===== src/rtl/dt1_pkg.sv =====
// dt1_pkg: shared encodings for the multicycle RV32I control unit.
//   - ALU control codes driven to the datapath ALU
//   - RV32I major opcodes recognised by the decoder
//   - 15-state FSM encoding (4 bits)
//   - ALU-decode class codes and datapath mux-select encodings
package dt1_pkg;

  // ALU control codes
  localparam logic [3:0] ALU_ADD  = 4'b0000;
  localparam logic [3:0] ALU_SUB  = 4'b0001;
  localparam logic [3:0] ALU_AND  = 4'b0010;
  localparam logic [3:0] ALU_OR   = 4'b0011;
  localparam logic [3:0] ALU_SLL  = 4'b0100;
  localparam logic [3:0] ALU_SLT  = 4'b0101;
  localparam logic [3:0] ALU_SLTU = 4'b0110;
  localparam logic [3:0] ALU_XOR  = 4'b0111;
  localparam logic [3:0] ALU_SRA  = 4'b1000;
  localparam logic [3:0] ALU_SRL  = 4'b1001;
  localparam logic [3:0] ALU_BGE  = 4'b1010;
  localparam logic [3:0] ALU_BGEU = 4'b1011;
  localparam logic [3:0] ALU_BNE  = 4'b1100;

  // RV32I major opcodes
  localparam logic [6:0] OP_LOAD   = 7'b0000011;
  localparam logic [6:0] OP_STORE  = 7'b0100011;
  localparam logic [6:0] OP_RTYPE  = 7'b0110011;
  localparam logic [6:0] OP_ITYPE  = 7'b0010011;
  localparam logic [6:0] OP_BRANCH = 7'b1100011;
  localparam logic [6:0] OP_JAL    = 7'b1101111;
  localparam logic [6:0] OP_JALR   = 7'b1100111;
  localparam logic [6:0] OP_LUI    = 7'b0110111;
  localparam logic [6:0] OP_AUIPC  = 7'b0010111;

  typedef enum logic [3:0] {
    S_FETCH     = 4'd0,
    S_DECODE    = 4'd1,
    S_MEMADR    = 4'd2,
    S_MEMREAD   = 4'd3,
    S_MEMWB     = 4'd4,
    S_MEMWRITE  = 4'd5,
    S_EXEC_R    = 4'd6,
    S_EXEC_I    = 4'd7,
    S_ALUWB     = 4'd8,
    S_BRANCH    = 4'd9,
    S_JAL       = 4'd10,
    S_JALR      = 4'd11,
    S_JALR_LINK = 4'd12,
    S_LUI       = 4'd13,
    S_AUIPC     = 4'd14
  } state_e;

  // ALU decode class: which table funct3/funct7b5 are looked up in
  localparam logic [1:0] CLS_ADD = 2'd0;
  localparam logic [1:0] CLS_R   = 2'd1;
  localparam logic [1:0] CLS_I   = 2'd2;
  localparam logic [1:0] CLS_BR  = 2'd3;

  // Datapath mux selects
  localparam logic       ADR_PC      = 1'b0;
  localparam logic       ADR_RESULT  = 1'b1;
  localparam logic [1:0] SRCA_PC     = 2'b00;
  localparam logic [1:0] SRCA_OLDPC  = 2'b01;
  localparam logic [1:0] SRCA_RS1    = 2'b10;
  localparam logic [1:0] SRCA_ZERO   = 2'b11;
  localparam logic [1:0] SRCB_RS2    = 2'b00;
  localparam logic [1:0] SRCB_IMM    = 2'b01;
  localparam logic [1:0] SRCB_FOUR   = 2'b10;
  localparam logic [1:0] RES_ALUOUT  = 2'b00;
  localparam logic [1:0] RES_MEM     = 2'b01;
  localparam logic [1:0] RES_ALU     = 2'b10;
  localparam logic [2:0] IMM_I       = 3'b000;
  localparam logic [2:0] IMM_S       = 3'b001;
  localparam logic [2:0] IMM_B       = 3'b010;
  localparam logic [2:0] IMM_U       = 3'b011;
  localparam logic [2:0] IMM_J       = 3'b100;

endpackage


===== src/rtl/dt1_alu_dec.sv =====
// dt1_alu_dec: combinational ALU control decoder.
// Ports:
//   cls_i         ALU decode class from the FSM (CLS_ADD/CLS_R/CLS_I/CLS_BR)
//   funct3_i      IR[14:12]
//   funct7b5_i    IR[30]
//   alu_control_o 4-bit ALU control code
module dt1_alu_dec
  import dt1_pkg::*;
(
  input  logic [1:0] cls_i,
  input  logic [2:0] funct3_i,
  input  logic       funct7b5_i,
  output logic [3:0] alu_control_o
);

  always_comb begin
    alu_control_o = ALU_ADD;
    case (cls_i)
      CLS_R, CLS_I: begin
        case (funct3_i)
          // funct7b5 selects sub only for register-register ops; for addi it is immediate bits
          3'b000:  alu_control_o = (cls_i == CLS_R && funct7b5_i) ? ALU_SUB : ALU_ADD;
          3'b001:  alu_control_o = ALU_SLL;
          3'b010:  alu_control_o = ALU_SLT;
          3'b011:  alu_control_o = ALU_SLTU;
          3'b100:  alu_control_o = ALU_XOR;
          3'b101:  alu_control_o = funct7b5_i ? ALU_SRA : ALU_SRL;
          3'b110:  alu_control_o = ALU_OR;
          default: alu_control_o = ALU_AND;
        endcase
      end
      CLS_BR: begin
        case (funct3_i)
          3'b000:  alu_control_o = ALU_SUB;
          3'b001:  alu_control_o = ALU_BNE;
          3'b100:  alu_control_o = ALU_SLT;
          3'b101:  alu_control_o = ALU_BGE;
          3'b110:  alu_control_o = ALU_SLTU;
          3'b111:  alu_control_o = ALU_BGEU;
          default: alu_control_o = ALU_ADD;
        endcase
      end
      default: alu_control_o = ALU_ADD;
    endcase
  end

endmodule


===== src/rtl/dt1_mc_ctrl.sv =====
// dt1_mc_ctrl: multicycle RV32I control FSM.
// Sequences FETCH/DECODE/execute/memory/writeback and drives datapath mux
// selects, write strobes and the ALU control code.
// Ports:
//   clk, reset        clock, asynchronous active-high reset
//   op, funct3,       instruction register fields (valid from DECODE on)
//   funct7b5
//   branch_cond       ALU branch condition, qualifies pc_write in BRANCH
//   mem_ready         memory done (ignored when HAS_MEM_HANDSHAKE=0)
//   mem_req,mem_write memory request / store strobe
//   adr_src           memory address select (0=PC, 1=result)
//   ir_write,pc_write,reg_write  architectural write strobes
//   alu_src_a/b, result_src, imm_src  datapath mux selects
//   alu_control       ALU control code
//   illegal_instr     one-cycle pulse on unsupported opcode/branch funct3
module dt1_mc_ctrl
  import dt1_pkg::*;
#(
  parameter bit HAS_MEM_HANDSHAKE = 1'b1
) (
  input  logic       clk,
  input  logic       reset,
  input  logic [6:0] op,
  input  logic [2:0] funct3,
  input  logic       funct7b5,
  input  logic       branch_cond,
  input  logic       mem_ready,
  output logic       mem_req,
  output logic       mem_write,
  output logic       adr_src,
  output logic       ir_write,
  output logic       pc_write,
  output logic       reg_write,
  output logic [1:0] alu_src_a,
  output logic [1:0] alu_src_b,
  output logic [1:0] result_src,
  output logic [2:0] imm_src,
  output logic [3:0] alu_control,
  output logic       illegal_instr
);

  state_e     state_q, state_d;
  logic       ready;
  logic       br_bad;
  logic       mem_req_d, mem_write_d, ir_write_d, pc_write_d, reg_write_d, illegal_d;
  logic       adr_src_d;
  logic [1:0] src_a_d, src_b_d, result_d, cls_d;
  logic [2:0] imm_d;

  assign ready  = HAS_MEM_HANDSHAKE ? mem_ready : 1'b1;
  // funct3 010/011 have no branch encoding in RV32I
  assign br_bad = (funct3[2:1] == 2'b01);

  always_ff @(posedge clk or posedge reset) begin
    if (reset) state_q <= S_FETCH;
    else       state_q <= state_d;
  end

  always_comb begin
    state_d     = state_q;
    mem_req_d   = 1'b0;
    mem_write_d = 1'b0;
    ir_write_d  = 1'b0;
    pc_write_d  = 1'b0;
    reg_write_d = 1'b0;
    illegal_d   = 1'b0;
    adr_src_d   = ADR_PC;
    src_a_d     = SRCA_PC;
    src_b_d     = SRCB_RS2;
    result_d    = RES_ALUOUT;
    imm_d       = IMM_I;
    cls_d       = CLS_ADD;
    case (state_q)
      S_FETCH: begin
        mem_req_d  = 1'b1;
        src_b_d    = SRCB_FOUR;
        result_d   = RES_ALU;
        ir_write_d = ready;
        pc_write_d = ready;
        if (ready) state_d = S_DECODE;
      end
      S_DECODE: begin
        // ALUOut captures old_pc + imm as a speculative branch/jal target
        src_a_d = SRCA_OLDPC;
        src_b_d = SRCB_IMM;
        imm_d   = (op == OP_JAL) ? IMM_J : IMM_B;
        case (op)
          OP_LOAD, OP_STORE: state_d = S_MEMADR;
          OP_RTYPE:          state_d = S_EXEC_R;
          OP_ITYPE:          state_d = S_EXEC_I;
          OP_BRANCH:         state_d = S_BRANCH;
          OP_JAL:            state_d = S_JAL;
          OP_JALR:           state_d = S_JALR;
          OP_LUI:            state_d = S_LUI;
          OP_AUIPC:          state_d = S_AUIPC;
          default: begin
            illegal_d = 1'b1;
            state_d   = S_FETCH;
          end
        endcase
      end
      S_MEMADR: begin
        src_a_d = SRCA_RS1;
        src_b_d = SRCB_IMM;
        imm_d   = (op == OP_LOAD) ? IMM_I : IMM_S;
        state_d = (op == OP_LOAD) ? S_MEMREAD : S_MEMWRITE;
      end
      S_MEMREAD: begin
        mem_req_d = 1'b1;
        adr_src_d = ADR_RESULT;
        if (ready) state_d = S_MEMWB;
      end
      S_MEMWB: begin
        result_d    = RES_MEM;
        reg_write_d = 1'b1;
        state_d     = S_FETCH;
      end
      S_MEMWRITE: begin
        mem_req_d   = 1'b1;
        mem_write_d = 1'b1;
        adr_src_d   = ADR_RESULT;
        if (ready) state_d = S_FETCH;
      end
      S_EXEC_R: begin
        src_a_d = SRCA_RS1;
        src_b_d = SRCB_RS2;
        cls_d   = CLS_R;
        state_d = S_ALUWB;
      end
      S_EXEC_I: begin
        src_a_d = SRCA_RS1;
        src_b_d = SRCB_IMM;
        imm_d   = IMM_I;
        cls_d   = CLS_I;
        state_d = S_ALUWB;
      end
      S_ALUWB: begin
        result_d    = RES_ALUOUT;
        reg_write_d = 1'b1;
        state_d     = S_FETCH;
      end
      S_BRANCH: begin
        // Target was computed in DECODE; result_src picks it from ALUOut
        src_a_d    = SRCA_RS1;
        src_b_d    = SRCB_RS2;
        result_d   = RES_ALUOUT;
        cls_d      = CLS_BR;
        pc_write_d = branch_cond & ~br_bad;
        illegal_d  = br_bad;
        state_d    = S_FETCH;
      end
      S_JAL: begin
        src_a_d    = SRCA_OLDPC;
        src_b_d    = SRCB_FOUR;
        result_d   = RES_ALUOUT;
        pc_write_d = 1'b1;
        state_d    = S_ALUWB;
      end
      S_JALR: begin
        src_a_d    = SRCA_RS1;
        src_b_d    = SRCB_IMM;
        imm_d      = IMM_I;
        result_d   = RES_ALU;
        pc_write_d = 1'b1;
        state_d    = S_JALR_LINK;
      end
      S_JALR_LINK: begin
        // rs1 may equal rd, so the link is written only after PC is updated
        src_a_d     = SRCA_OLDPC;
        src_b_d     = SRCB_FOUR;
        result_d    = RES_ALU;
        reg_write_d = 1'b1;
        state_d     = S_FETCH;
      end
      S_LUI: begin
        src_a_d = SRCA_ZERO;
        src_b_d = SRCB_IMM;
        imm_d   = IMM_U;
        state_d = S_ALUWB;
      end
      S_AUIPC: begin
        src_a_d = SRCA_OLDPC;
        src_b_d = SRCB_IMM;
        imm_d   = IMM_U;
        state_d = S_ALUWB;
      end
      default: state_d = S_FETCH;
    endcase
  end

  dt1_alu_dec u_alu_dec (
    .cls_i        (cls_d),
    .funct3_i     (funct3),
    .funct7b5_i   (funct7b5),
    .alu_control_o(alu_control)
  );

  // Reset holds the state in FETCH, so selects already show FETCH values;
  // only the strobes need masking while reset is high.
  assign mem_req       = mem_req_d   & ~reset;
  assign mem_write     = mem_write_d & ~reset;
  assign ir_write      = ir_write_d  & ~reset;
  assign pc_write      = pc_write_d  & ~reset;
  assign reg_write     = reg_write_d & ~reset;
  assign illegal_instr = illegal_d   & ~reset;
  assign adr_src       = adr_src_d;
  assign alu_src_a     = src_a_d;
  assign alu_src_b     = src_b_d;
  assign result_src    = result_d;
  assign imm_src       = imm_d;

endmodule


===== config.mk =====
export PLATFORM = sky130hd
export DESIGN_NAME = dt1_mc_ctrl
export DESIGN_NICKNAME = d
export VERILOG_FILES = /design/src/rtl/dt1_pkg.sv /design/src/rtl/dt1_alu_dec.sv /design/src/rtl/dt1_mc_ctrl.sv
export SDC_FILE = /design/constraint.sdc
export NUM_CORES = 1
export LEC_CHECK = 0
export ABC_CLOCK_PERIOD_IN_PS = 1950
export CAP_MARGIN = 20
export CORE_MARGIN = 2
export CORE_UTILIZATION = 40
export CTS_BUF_LIST = sky130_fd_sc_hd__clkbuf_4 sky130_fd_sc_hd__clkbuf_8
export DETAILED_ROUTE_END_ITERATION = 6
export PLACE_DENSITY = 0.88
export SLEW_MARGIN = 30
export SYNTH_ARGS = -nofsm -noshare
export SYNTH_HDL_FRONTEND = slang
export SYNTH_SLANG_ARGS = --single-unit

===== constraint.sdc =====
create_clock -name clk -period 1.95 [get_ports clk]
set_input_delay 0.39 -clock clk [delete_from_list [all_inputs] [get_ports clk]]
set_output_delay 0.39 -clock clk [all_outputs]
set_load 0.02 [all_outputs]

== Yosys cells after proc, flatten, opt, wreduce, memory -nomap -nowiden ==
Cells that the tools add are included.

* Bits in registers: 4
* Bits of input ports: 15
* Output and inout port bits: 20
* Logic and storage cells: 91

* Eq/ne operators: 37
* Multiplexer cells: 26
* Bitwise operators: 9
* Reductions and logical operators: 18

{| class="wikitable"
|+ Operators by type and width
! operator !! number
|-
| 4-bit one-hot mux with 7 select lines || 2
|-
| 4-bit one-hot mux with 8 select lines || 1
|-
| 4-bit == test, second input constant || 7
|-
| 4-bit one-hot mux with 6 select lines || 1
|-
| 7-bit by 6-bit == test with 1-bit output, second input constant || 3
|-
| 7-bit == test, second input constant || 3
|-
| 4-bit by 3-bit == test with 1-bit output, second input constant || 4
|-
| 7-bit by 5-bit == test with 1-bit output, second input constant || 2
|-
| 3-bit == test, second input constant || 4
|-
| 4-bit 2-to-1 mux || 3
|-
| 2-bit one-hot mux with 3 select lines || 2
|-
| 3-bit OR reduction || 4
|-
| 2-bit OR reduction || 5
|-
| 5-bit OR reduction || 2
|-
| 1-bit 2-to-1 mux || 9
|-
| 3-bit one-hot mux with 3 select lines || 1
|-
| 9-bit OR reduction || 1
|-
| 4-bit by 2-bit == test with 1-bit output, second input constant || 2
|-
| 2-bit one-hot mux with 2 select lines || 2
|-
| 4-bit one-hot mux with 2 select lines || 1
|-
| 1-bit AND || 7
|-
| 7-bit by 2-bit == test with 1-bit output, second input constant || 1
|-
| 3-bit by 2-bit == test with 1-bit output, second input constant || 2
|-
| 3-bit 2-to-1 mux || 2
|-
| 14 further kinds || 19
|}

== Logic depth before layout (Yosys ltp) ==
* Depth after elaboration: 7
* Depth in mapped cells: 10
* Mapped depth without buffers: 9

== Hierarchy ==
A second synthesis with hierarchy kept.

* Cell total of the unflattened synthesis: 145
* Area, all modules: 949.7 um^2

{| class="wikitable"
|+ By module, submodules not included
! module !! times used !! cells an instance !! area each (um^2) !! seq. area each (um^2)
|-
| dt1_mc_ctrl || 1 || 116 || 767.0 || 100.1
|-
| dt1_alu_dec || 1 || 29 || 182.7 || 0.0
|}

== Worst setup path after synthesis ==
OpenSTA, ideal clock, no wires.

* Kind: flip-flop to output port
* From: reg state_q[1]
* To: out alu_control[3]
* Arrival: 2.083 ns
* Setup slack: -0.523 ns
* Cell stages (with the launch flop): 9
* Path buffers: 1
* Cells stage by stage: dfrtp_1 > buf_2 > nor2b_1 > mux2_2 > nand2_1 > ha_1 > nor3b_1 > a21oi_1 > nor3b_1

* Longest elaborated chain between the ends: 5

{| class="wikitable"
|+ Ends and longest elaborated chain
! item !! line !! source
|-
| from (decl) || dt1_mc_ctrl.sv:42 || <nowiki>state_e state_q, state_d;</nowiki>
|-
| from (signal assigned) || dt1_mc_ctrl.sv:56 || <nowiki>else state_q <= state_d;</nowiki>
|-
| 4-bit == test or 4-bit by 3-bit == test with 1-bit output (tied branches) || dt1_mc_ctrl.sv:73 || <nowiki>case (state_q)</nowiki>
|-
| 2-bit one-hot mux with 3 select lines * || dt1_mc_ctrl.sv:73 ||
|-
| 2-bit == test or 2-bit by 1-bit == test with 1-bit output (tied branches) || dt1_alu_dec.sv:18 || <nowiki>case (cls_i)</nowiki>
|-
| 2-bit OR reduction || dt1_alu_dec.sv:18 ||
|-
| 4-bit one-hot mux with 2 select lines * || dt1_alu_dec.sv:18 ||
|-
| to (decl) || dt1_mc_ctrl.sv:38 || <nowiki>output logic [3:0] alu_control,</nowiki>
|}

Mark *: on every way between the ends. The rest lies on a longest branch, timed or not.

== Final worst setup path ==
Ends and elaborated chain as after synthesis.

==> results.yml <==
status:
  outcome: "finished with violations"
  failed_checks: "negative setup slack"
synthesis:
  yosys-top-cells-area: "dfrtp_1 11%, a21oi_1 5.9%, nand2b_1 5.3%, nand2_1 5.2%, nor2_1 4.4%"
  async_flop_share_pct: 100.0
  synth_flop_cell: "dfrtp_1"
  ys_ff_latch: 4
  synth_edf_count: 0
  synth_commonest_cells: "13 x nand2_1, 11 x a21oi_1, 11 x nor2_1"
  yosysTopAreaCell: "dfrtp_1"
  synth_cell_types: 49
  synth_nets: 158
  syn_area_um2: 939.7
  avgSynthCellArea_um2: 6.712
  netlist.area_leader.share_pct: 10.65
  yosysWarnings: 0
  synth_most_common_cell: "nand2_1"
  ys_seq_area_share_pct: 10.65
  syn_inst: 140
critical_path:
  crit_arrival_ns: 2.24
  path_common_cell: "nor3b_2"
  start_kind: "flop"
  crit_slowest_cell: "dfrtp_2"
  crit_start: "state_q[1]"
  critPathKind: "flop to primary output"
  critical_path.max_stage_delay_ns: 0.45
  r2r-end: "state_q[0]"
  critical_path.max_fanout: 4
  worst_ep_required_time_ns: 1.56
  r2r_setup_slack_ns: 0
  worstPathCellList: "buf_12 -> nand2b_4 -> o22ai_4 -> ha_4 -> nor3b_2 -> a21oi_1 -> nor3b_2 -> buf_4"
  r2r-start: "state_q[2]"
  path_buf_inv: 2
  worst_setup_path_end_kind: "primary output"
  cp_top_family: "simple AND/OR/NAND/NOR gates"
  r2r_cells: 8
floorplanning:
  initial_core_util_pct: 42.48
  row_count: 17
  num_io_pins: 35
  die-area_mm2: 0.002753
  die-height_um: 52.47
  core_mm2: 0.002212
  fp.dieW_um: 52.47
timing:
  final.period_utilization_pct: 134.9
  slew_viol_final: 0
  setup_viol: 17
  tightestPinTransition_ns: 0.3972
  timing.fmax_ghz: 0.3802
  hold_viol_final: 0
  max-slew-margin-rel_pct: 73.29
  layout_setup_ws_ns: -0.6801
  holdWs_ns: 0.6866
  finClkSkew_ns: 0.01237
  min_period_ns: 2.630
  rsz0062_at_grt: "true"
cells_and_area:
  drive_above_1_share_pct: 65.40
  stdcell_count: 265
  num-nets-final: 256
  largest_register: "state_q"
  antenna_cells: 0
  fin_util_pct: 95.25
  nFillCells: 58
  final_area_mm2: 0.002107
  syn_to_final_growth_pct: 124.2
  top_regs: "state_q (4)"
  largest_reg_flops: 4
detailed_routing:
  drc: 0
  firstDrtPassIters: 4
  drt-initial-drc-count: 168
  via_per_inst: 6.770
  wire_per_inst_um: 25.88
  antenna_left: 0
  wl_um: 6859
  dr_total_vias: 1794
placement:
  dpl-instance-area_mm2: 0.001652
  dp_hpwl_um: 2767
  io_buffers: 34
  placed_cells: 229
  place.gp.congestion: 0.8683
power:
  power_per_cell_area_mw_per_mm2: 313.3
  peakVddDrop_v: 0.0004639
  p_leak_nw: 0.9639
clock_network:
  cts_buffers: 3
  cts-root-buf: "clkbuf_4"
  cts.path.max_buffers: 2
  cts_tree: "yes"
  clock-sinks: 4
  clk_latency_ns: 0.27
  cts.hold.buffers_added: 0
  htreeDepth: 1
  clk_pin_slew_ns: 0.06
min_path:
  min_from: "op[3]"
  hold_class: "input pin to flop"
  min_to: "state_q[3]"
  holdPathStages: 5
run:
  drv_cap: 0
grt:
  antenna_found_initial: 0
  grt-ovfl-total: 0
  grt_pass1_wl_um: 8645
  grt_max_degree: 13
  grt_pass1_vias: 1681
  grt.total_usage_pct: 44.19
-- report_power, final --
part | internal (mW) | switching, mW
clock | 0.0924 | 0.0610
sequential | 0.0872 | 0.0104
combinational | 0.190 | 0.219
total | 0.370 | 0.291
-- worst max path at each step --
stage / slack, ns / endpoint / cells after the start
3_3_place_gp: -0.68 / illegal_instr / 6
2_1_floorplan: -0.15 / alu_control[3] / 7
4_1_cts: -0.48 / alu_control[3] / 8
5_1_grt: -0.66 / alu_control[3] / 8
6_report: -0.68 / alu_control[3] / 8
3_5_place_dp: -0.76 / illegal_instr / 6
-- cells by family after synthesis --
group	after synthesis	synth area share, %
simple gates	65	39.15
compound gates	45	31.96
buf+inv	18	9.054
flops	4	10.65
mux	3	3.329
fa+ha+maj	3	3.995
xor+xnor	2	1.865
-- routing by layer --
metal  up-vias  wire length [µm]  track usage [%]
met5         -                 0                0
met4         0               824            24.79
met3        95               955            8.000
met2       225              2975            75.00
met1       773              2104            51.55
li1        701                 -                -
-- metrics by stage --
step / setup TNS, ns / setup WS, ns / total power, mW
detailed placement: -8.187 / -0.7594 / 0.3929
global placement: -7.383 / -0.6759 / 0.3825
CTS: -2.084 / -0.4849 / 0.5475
global route: -4.915 / -0.6608 / 0.6742
finish: -4.555 / -0.6801 / 0.6601
floorplan: -0.2735 / -0.1538 / 0.2451
-- cells in the final DEF (no fill, tap or decap), types with 2 or more instances in the layout --
master,n
dlygate4sd2_1,2
clkdlybuf4s50_1,6
buf_6,24
mux2i_1,2
clkbuf_4,4
a21o_1,2
a211o_1,2
a21oi_1,7
or3_4,2
o21ai_1,6
inv_1,6
nor2_4,3
clkbuf_2,3
nor2b_4,5
buf_2,7
dfrtp_2,4
nor3_2,2
nand2b_4,4
nor2_1,8
a21oi_2,4
o22a_1,2
buf_4,60
nand2_1,8
a211oi_2,2
nor3b_2,2
nand2_2,4
ha_4,2
nand3_1,3
o31ai_1,2
o21ai_0,4
nand2b_1,4
nor2b_1,2
nor3_1,4
-- final cells by class --
type	count	area [µm²]	share of cell area (%)
multi-input combinational	118	1036	49.17
timing repair buffer	103	868.3	41.21
sequential	4	105.1	4.988
tap	28	35.03	1.663
inverter	8	32.53	1.544
clock buffer	4	30.03	1.425
-- timing repair --
action,in CTS,in global routing
endpoints found under the setup margin,20,22
resized for setup,149,49
buffers inserted,23,11
pin swaps,16,17
-- worst reg2reg max path: cells and delay by family (launching register included) --
family | cells | cell delay [ns]
AOI/OAI and AO/OA | 3 | 0.64
buffers and inverters | 4 | 0.51
DFF | 1 | 0.48
and+or+nand+nor | 1 | 0.17
No activity file was read; power rests on OpenSTA's default activity.
